<file path="src/rtl/parallel_serial_scheduler.sv">
// Byte-slot scheduler: round-robin grants one requester per 8-cycle slot and
// presents its byte to a shared parallel-to-serial converter for the whole slot.
module parallel_serial_scheduler #(
   parameter int         NUM_REQ    = 4,
   parameter int         SYNC_SLOTS = 4,
   parameter logic [7:0] IDLE_BYTE  = 8'hBC,
   localparam int        GW         = (NUM_REQ > 1) ? $clog2(NUM_REQ) : 1
) (
   input  logic                 clk_32f,
   input  logic                 reset,
   input  logic [NUM_REQ-1:0]   req_valid,
   input  logic [8*NUM_REQ-1:0] req_data,
   output logic [NUM_REQ-1:0]   req_ready,
   output logic                 ser_valid,
   output logic [7:0]           ser_data,
   output logic [GW-1:0]        grant_id,
   output logic [2:0]           slot_cnt,
   output logic                 sync_done
);

   localparam int SCW = $clog2(SYNC_SLOTS + 1);

   typedef enum logic {
      SYNC,
      ACTIVE
   } state_t;

   state_t         state;
   state_t         state_next;
   logic [SCW-1:0] sync_cnt;
   logic [GW-1:0]  last_grant;
   logic [GW-1:0]  winner;
   logic [GW-1:0]  cand;
   logic           found;
   logic           boundary;
   logic           sync_last;
   logic           arb_en;
   logic           grant;

   assign boundary  = (slot_cnt == 3'd7);
   assign sync_last = (state == SYNC) && (sync_cnt == SCW'(SYNC_SLOTS - 1));
   assign arb_en    = (state == ACTIVE) || sync_last;
   assign grant     = boundary && arb_en && found && !reset;

   // Scan starts just past the previous winner so every requester gets a turn.
   always_comb begin
      found  = 1'b0;
      winner = '0;
      cand   = '0;
      for (int off = 1; off <= NUM_REQ; off++) begin
         cand = GW'((int'(last_grant) + off) % NUM_REQ);
         if (!found && req_valid[cand]) begin
            found  = 1'b1;
            winner = cand;
         end
      end
   end

   always_comb begin
      req_ready = '0;
      if (grant) begin
         req_ready[winner] = 1'b1;
      end
   end

   always_ff @(posedge clk_32f) begin
      if (reset) begin
         state <= SYNC;
      end else begin
         state <= state_next;
      end
   end

   always_comb begin
      state_next = state;
      if (boundary && sync_last) begin
         state_next = ACTIVE;
      end
   end

   // Outputs only move on the slot boundary so the converter sees a steady byte.
   always_ff @(posedge clk_32f) begin
      if (reset) begin
         slot_cnt   <= 3'd0;
         sync_cnt   <= '0;
         ser_valid  <= 1'b0;
         ser_data   <= IDLE_BYTE;
         grant_id   <= '0;
         last_grant <= GW'(NUM_REQ - 1);
         sync_done  <= 1'b0;
      end else begin
         slot_cnt <= slot_cnt + 3'd1;
         if (boundary) begin
            if (state == SYNC) begin
               sync_cnt <= sync_cnt + 1'b1;
            end
            if (sync_last) begin
               sync_done <= 1'b1;
            end
            if (grant) begin
               ser_valid  <= 1'b1;
               ser_data   <= req_data[{winner, 3'b000} +: 8];
               grant_id   <= winner;
               last_grant <= winner;
            end else begin
               ser_valid <= 1'b0;
               ser_data  <= IDLE_BYTE;
            end
         end
      end
   end

endmodule

</file>
<file path="config.mk">
export PLATFORM = sky130hd
export DESIGN_NAME = parallel_serial_scheduler
export DESIGN_NICKNAME = d
export VERILOG_FILES = /design/src/rtl/parallel_serial_scheduler.sv
export SDC_FILE = /design/constraint.sdc
export NUM_CORES = 1
export LEC_CHECK = 0
export CORE_AREA = 2 2 57 59
export DETAILED_ROUTE_END_ITERATION = 6
export DIE_AREA = 0 0 59 61
export PLACE_DENSITY = 0.79
export SYNTH_ARGS = -nofsm -noshare
export SYNTH_HDL_FRONTEND = slang
export SYNTH_SLANG_ARGS = --single-unit
</file>
<file path="constraint.sdc">
create_clock -name clk_32f -period 2.6 [get_ports clk_32f]
set_clock_uncertainty 0.2 [all_clocks]
set_input_delay 0.52 -clock clk_32f [delete_from_list [all_inputs] [get_ports clk_32f]]
set_output_delay 0.52 -clock clk_32f [all_outputs]
set_load 0.02 [all_outputs]
</file>
==> impl_summary.md <==
Yosys
The register bit count reported by yosys is 20. The sequential area share after synthesis is 0.351. When the netlist entered floorplanning its net count stood at 173. Counting every instance in the synthesized netlist gives 131. The number of unique standard cell types used by synthesis is 34. The number of warnings reported in the yosys synthesis log is 0. The mapped netlist covers 0.00114 mm².

Dividing the synthesized area by the synthesized cell count gives 8.71 µm².

Cells and area
In the final layout, the share of cells above drive strength 1 is 0.184. The area growth from synthesis to layout is 66.1%. The diode insertion count for antenna repair is 0. The final layout contains 244 nets. In the final layout, the multi-input gates occupy 711 µm². The footprint of the flip-flops and latches is 400 µm². After filler insertion, the fill cell instance count of the layout stands at 260.

Placement
Routability-driven placement finished with a final weighted congestion of 0.825. The number of buffers added on ports is 56. After legalization and detailed placement, the total HPWL measured 2820 µm.

The pre-CTS setup slack is -603 ps.

STA
Setup slack closes at 46.6 ps. Setup repair after global routing left no endpoint under its margin. In the finished design, the share of the clock period the worst path needs comes to 0.982. Headroom to the max-slew limit came out at 0.727. Setup violations remaining at the end of the flow were counted as 0.

The clock period minus worst slack is 2550 ps. The count of pins over their slew limit was 0. The transition time at the pin with the least slew margin is 404 ps.

The final hold violation count is 0. Derived from the worst setup path, the maximum achievable clock frequency is 392 MHz. The worst hold slack after final layout is 282 ps.

Worst hold path
The path class of the tightest hold or removal check is reg2reg. The cell depth of the worst hold path is 2.

Detailed routing
After detailed routing, the number of vias per cell comes to 5.49. The number of nets still failing antenna checks after routing is 0. The number of detailed-route iterations in the first pass is 4. The total number of vias is 1285.

After the first detailed-routing iteration, the DRC count stood at 70. After detailed routing, the total wire length is 3630 µm. After detailed routing, the number of remaining DRC violations is 0. In the final routed layout, each cell accounts on average for 15.5 µm.

Clocking
The H-tree depth reported by CTS is 1. The number of sinks driven by the clock tree is 20. After clock tree synthesis, the clock-pin slew on the worst setup and hold paths is 120 ps.

Clock latency on the worst-skew pair, taken at its later pin, is 310 ps. The cell sitting at the root of the clock tree is a clkbuf_4. The longest clock path from root to sink contains 2 buffers. The total clock buffers created by CTS is 3. In this run, post-CTS hold repair placed 0 buffers. The CTS tree is done.

Floorplanning
The placeable core region is 0.00295 mm². Pin placement for this block handled 57 I/O pins. The floorplan step defined a die boundary enclosing 0.00360 mm². For this configuration, the core starts out at a cell density of 0.386. The die is 61 µm tall. The die is 59 µm wide. After floorplanning, the core was divided into 20 placement rows.

Power
The total internal power is 0.587 mW. The power density over the cells is 413 mW/mm². The leakage dissipation is 0.773 nW. Of the total power, the clock network draws 0.336. In this run the power spent charging and discharging nets is 0.195 mW. Of the total power, registers draw 0.417. The combinational power share is 0.247. The switching portion of total power is 0.249. IR analysis of the VDD net gives a maximum drop of 376 µV.

Global routing
The pin count of the biggest net entering global routing is 20. The number of global-route vias before repair is 1323. The global-route wire length before repair is 5900 µm. The global-route congestion overflow total is 0.

The initial antenna violation count is 0. The overall fraction of global-route tracks in use is 0.215.

Setup path
For the worst flop-to-flop path, the logic depth is 8. The arrival time at the worst endpoint is 1830 ps. The worst setup path is launched from a primary input. The endpoint type of the worst setup path is an output pin. Data on the critical path is required at its endpoint by 1880 ps. The worst-path maximum fanout is 4.

By startpoint and endpoint, the worst setup path is classified as in2out.

Flow run
The max capacitance violation total is 0.

Status
The run finished with clean final reports.
==> state kept, by name (all words and copies together), names as in the netlist <==
signal,flops
grant_id,2
last_grant,2
ser_data,8
ser_valid,1
slot_cnt,3
state,1
sync_cnt,3
==> cells in the mapped netlist (all sizes together) <==
| master | number | area (µm²) |
|---|---|---|
| nor2b | 3 | 18.8 |
| o21bai | 1 | 7.51 |
| mux2i | 8 | 80.1 |
| nand3b | 5 | 37.5 |
| and3b | 1 | 8.76 |
| nand2 | 8 | 30.0 |
| nand3 | 4 | 20.0 |
| inv | 1 | 3.75 |
| a21bo | 1 | 10.0 |
| a21oi | 10 | 50.1 |
| o221ai | 3 | 26.3 |
| or2 | 1 | 6.26 |
| nor3 | 2 | 15.0 |
| nor2 | 19 | 71.3 |
| o2111ai | 8 | 70.1 |
| xnor2 | 1 | 8.76 |
| o21ai | 1 | 5.00 |
| o211a | 1 | 10.0 |
| buf | 3 | 27.5 |
| clkbuf | 6 | 22.5 |
| o2111a | 1 | 11.3 |
| a21o | 2 | 15.0 |
| nor4b | 1 | 8.76 |
| dfxtp | 20 | 400 |
| nand2b | 4 | 25.0 |
| a31o | 1 | 8.76 |
| a221o | 1 | 10.0 |
| a211oi | 2 | 27.5 |
| ha | 4 | 50.1 |
| a211o | 2 | 17.5 |
| or3 | 6 | 37.5 |
==> worst max-delay path, stage by stage <==
cell	delay, ps
clkdlybuf4s50_1	480
nor2_1	100
a31o_2	260
nand2b_2	220
nor2_2	110
buf_4	150
==> routing by layer <==
layer  vias to the layer above  GRT usage  share of wire
li1                        624          -              -
met1                       619      0.254           0.40
met2                        40      0.389           0.55
met3                         2     0.0512          0.049
met4                         0     0.0617         0.0022
met5                         -          0              0
==> cells by family after synthesis <==
| group | share of synthesized area |
|---|---|
| DFF | 0.351 |
| and+or+nand+nor | 0.245 |
| xor gates and xnor gates | 0.00768 |
| buffers and inverters | 0.0471 |
| adders and majority gates | 0.0439 |
| AOI/OAI and AO/OA | 0.236 |
| muxes | 0.0702 |
==> cell usage in the layout, fill, tap and decap left out, types with 2 or more instances in the layout <==
master,instances
or3_1,5
mux2i_1,8
o2111ai_1,8
nand3_1,4
nor2_2,3
o221ai_1,3
nor2_1,16
a211o_1,2
nor2b_1,3
ha_1,4
clkbuf_4,3
buf_4,22
clkdlybuf4s50_1,49
dlygate4sd2_1,3
nand3b_1,5
a21oi_1,10
nand2_1,7
a21o_1,2
nand2b_1,3
dfxtp_1,20
==> stage by stage <==
stage / util / setup TNS [ps] / total power, mW / cells / area, µm²
6_report: 0.642 / 0 / 0.782 / 234 / 1900
5_1_grt: 0.642 / 0 / 0.813 / 234 / 1900
2_1_floorplan: - / -9.27 / 0.413 / 131 / 1150
3_5_place_dp: 0.623 / -2550 / 0.523 / 230 / 1840
3_3_place_gp: 0.623 / -2220 / 0.515 / 230 / 1840
4_1_cts: 0.641 / 0 / 0.783 / 234 / 1890
==> worst paths after layout <==
kind,start,to,slack (ps)
worst max-delay path,req_valid[2],req_ready[2],50
worst min-delay path,ser_data[6],ser_data[6],280
worst max register to register,sync_cnt[0],ser_data[3],380
worst min register to register,ser_data[6],ser_data[6],280
==> timing repair <==
item,CTS,global route
resized for setup,26,1
pin swaps,1,0
buffers inserted,0,0
endpoints found under the setup margin,4,1
==> cell type report <==
type	instances	area share
Clock buffer	3	0.0119
Clock inverter	1	0.0158
Inverter	1	0.00198
Multi-Input combinational cell	101	0.375
Sequential cell	20	0.211
Tap cell	33	0.0218
Timing Repair Buffer	75	0.362
==> power by group through the flow <==
stage	Clock [mW]	Combinational (mW)	Sequential, mW
detailed placement	0	0.190	0.333
finish	0.263	0.193	0.326
global route	0.278	0.208	0.328
global placement	0	0.183	0.332
CTS	0.264	0.193	0.326
floorplan	0	0.0649	0.348
(Power assumes the default switching activity.)
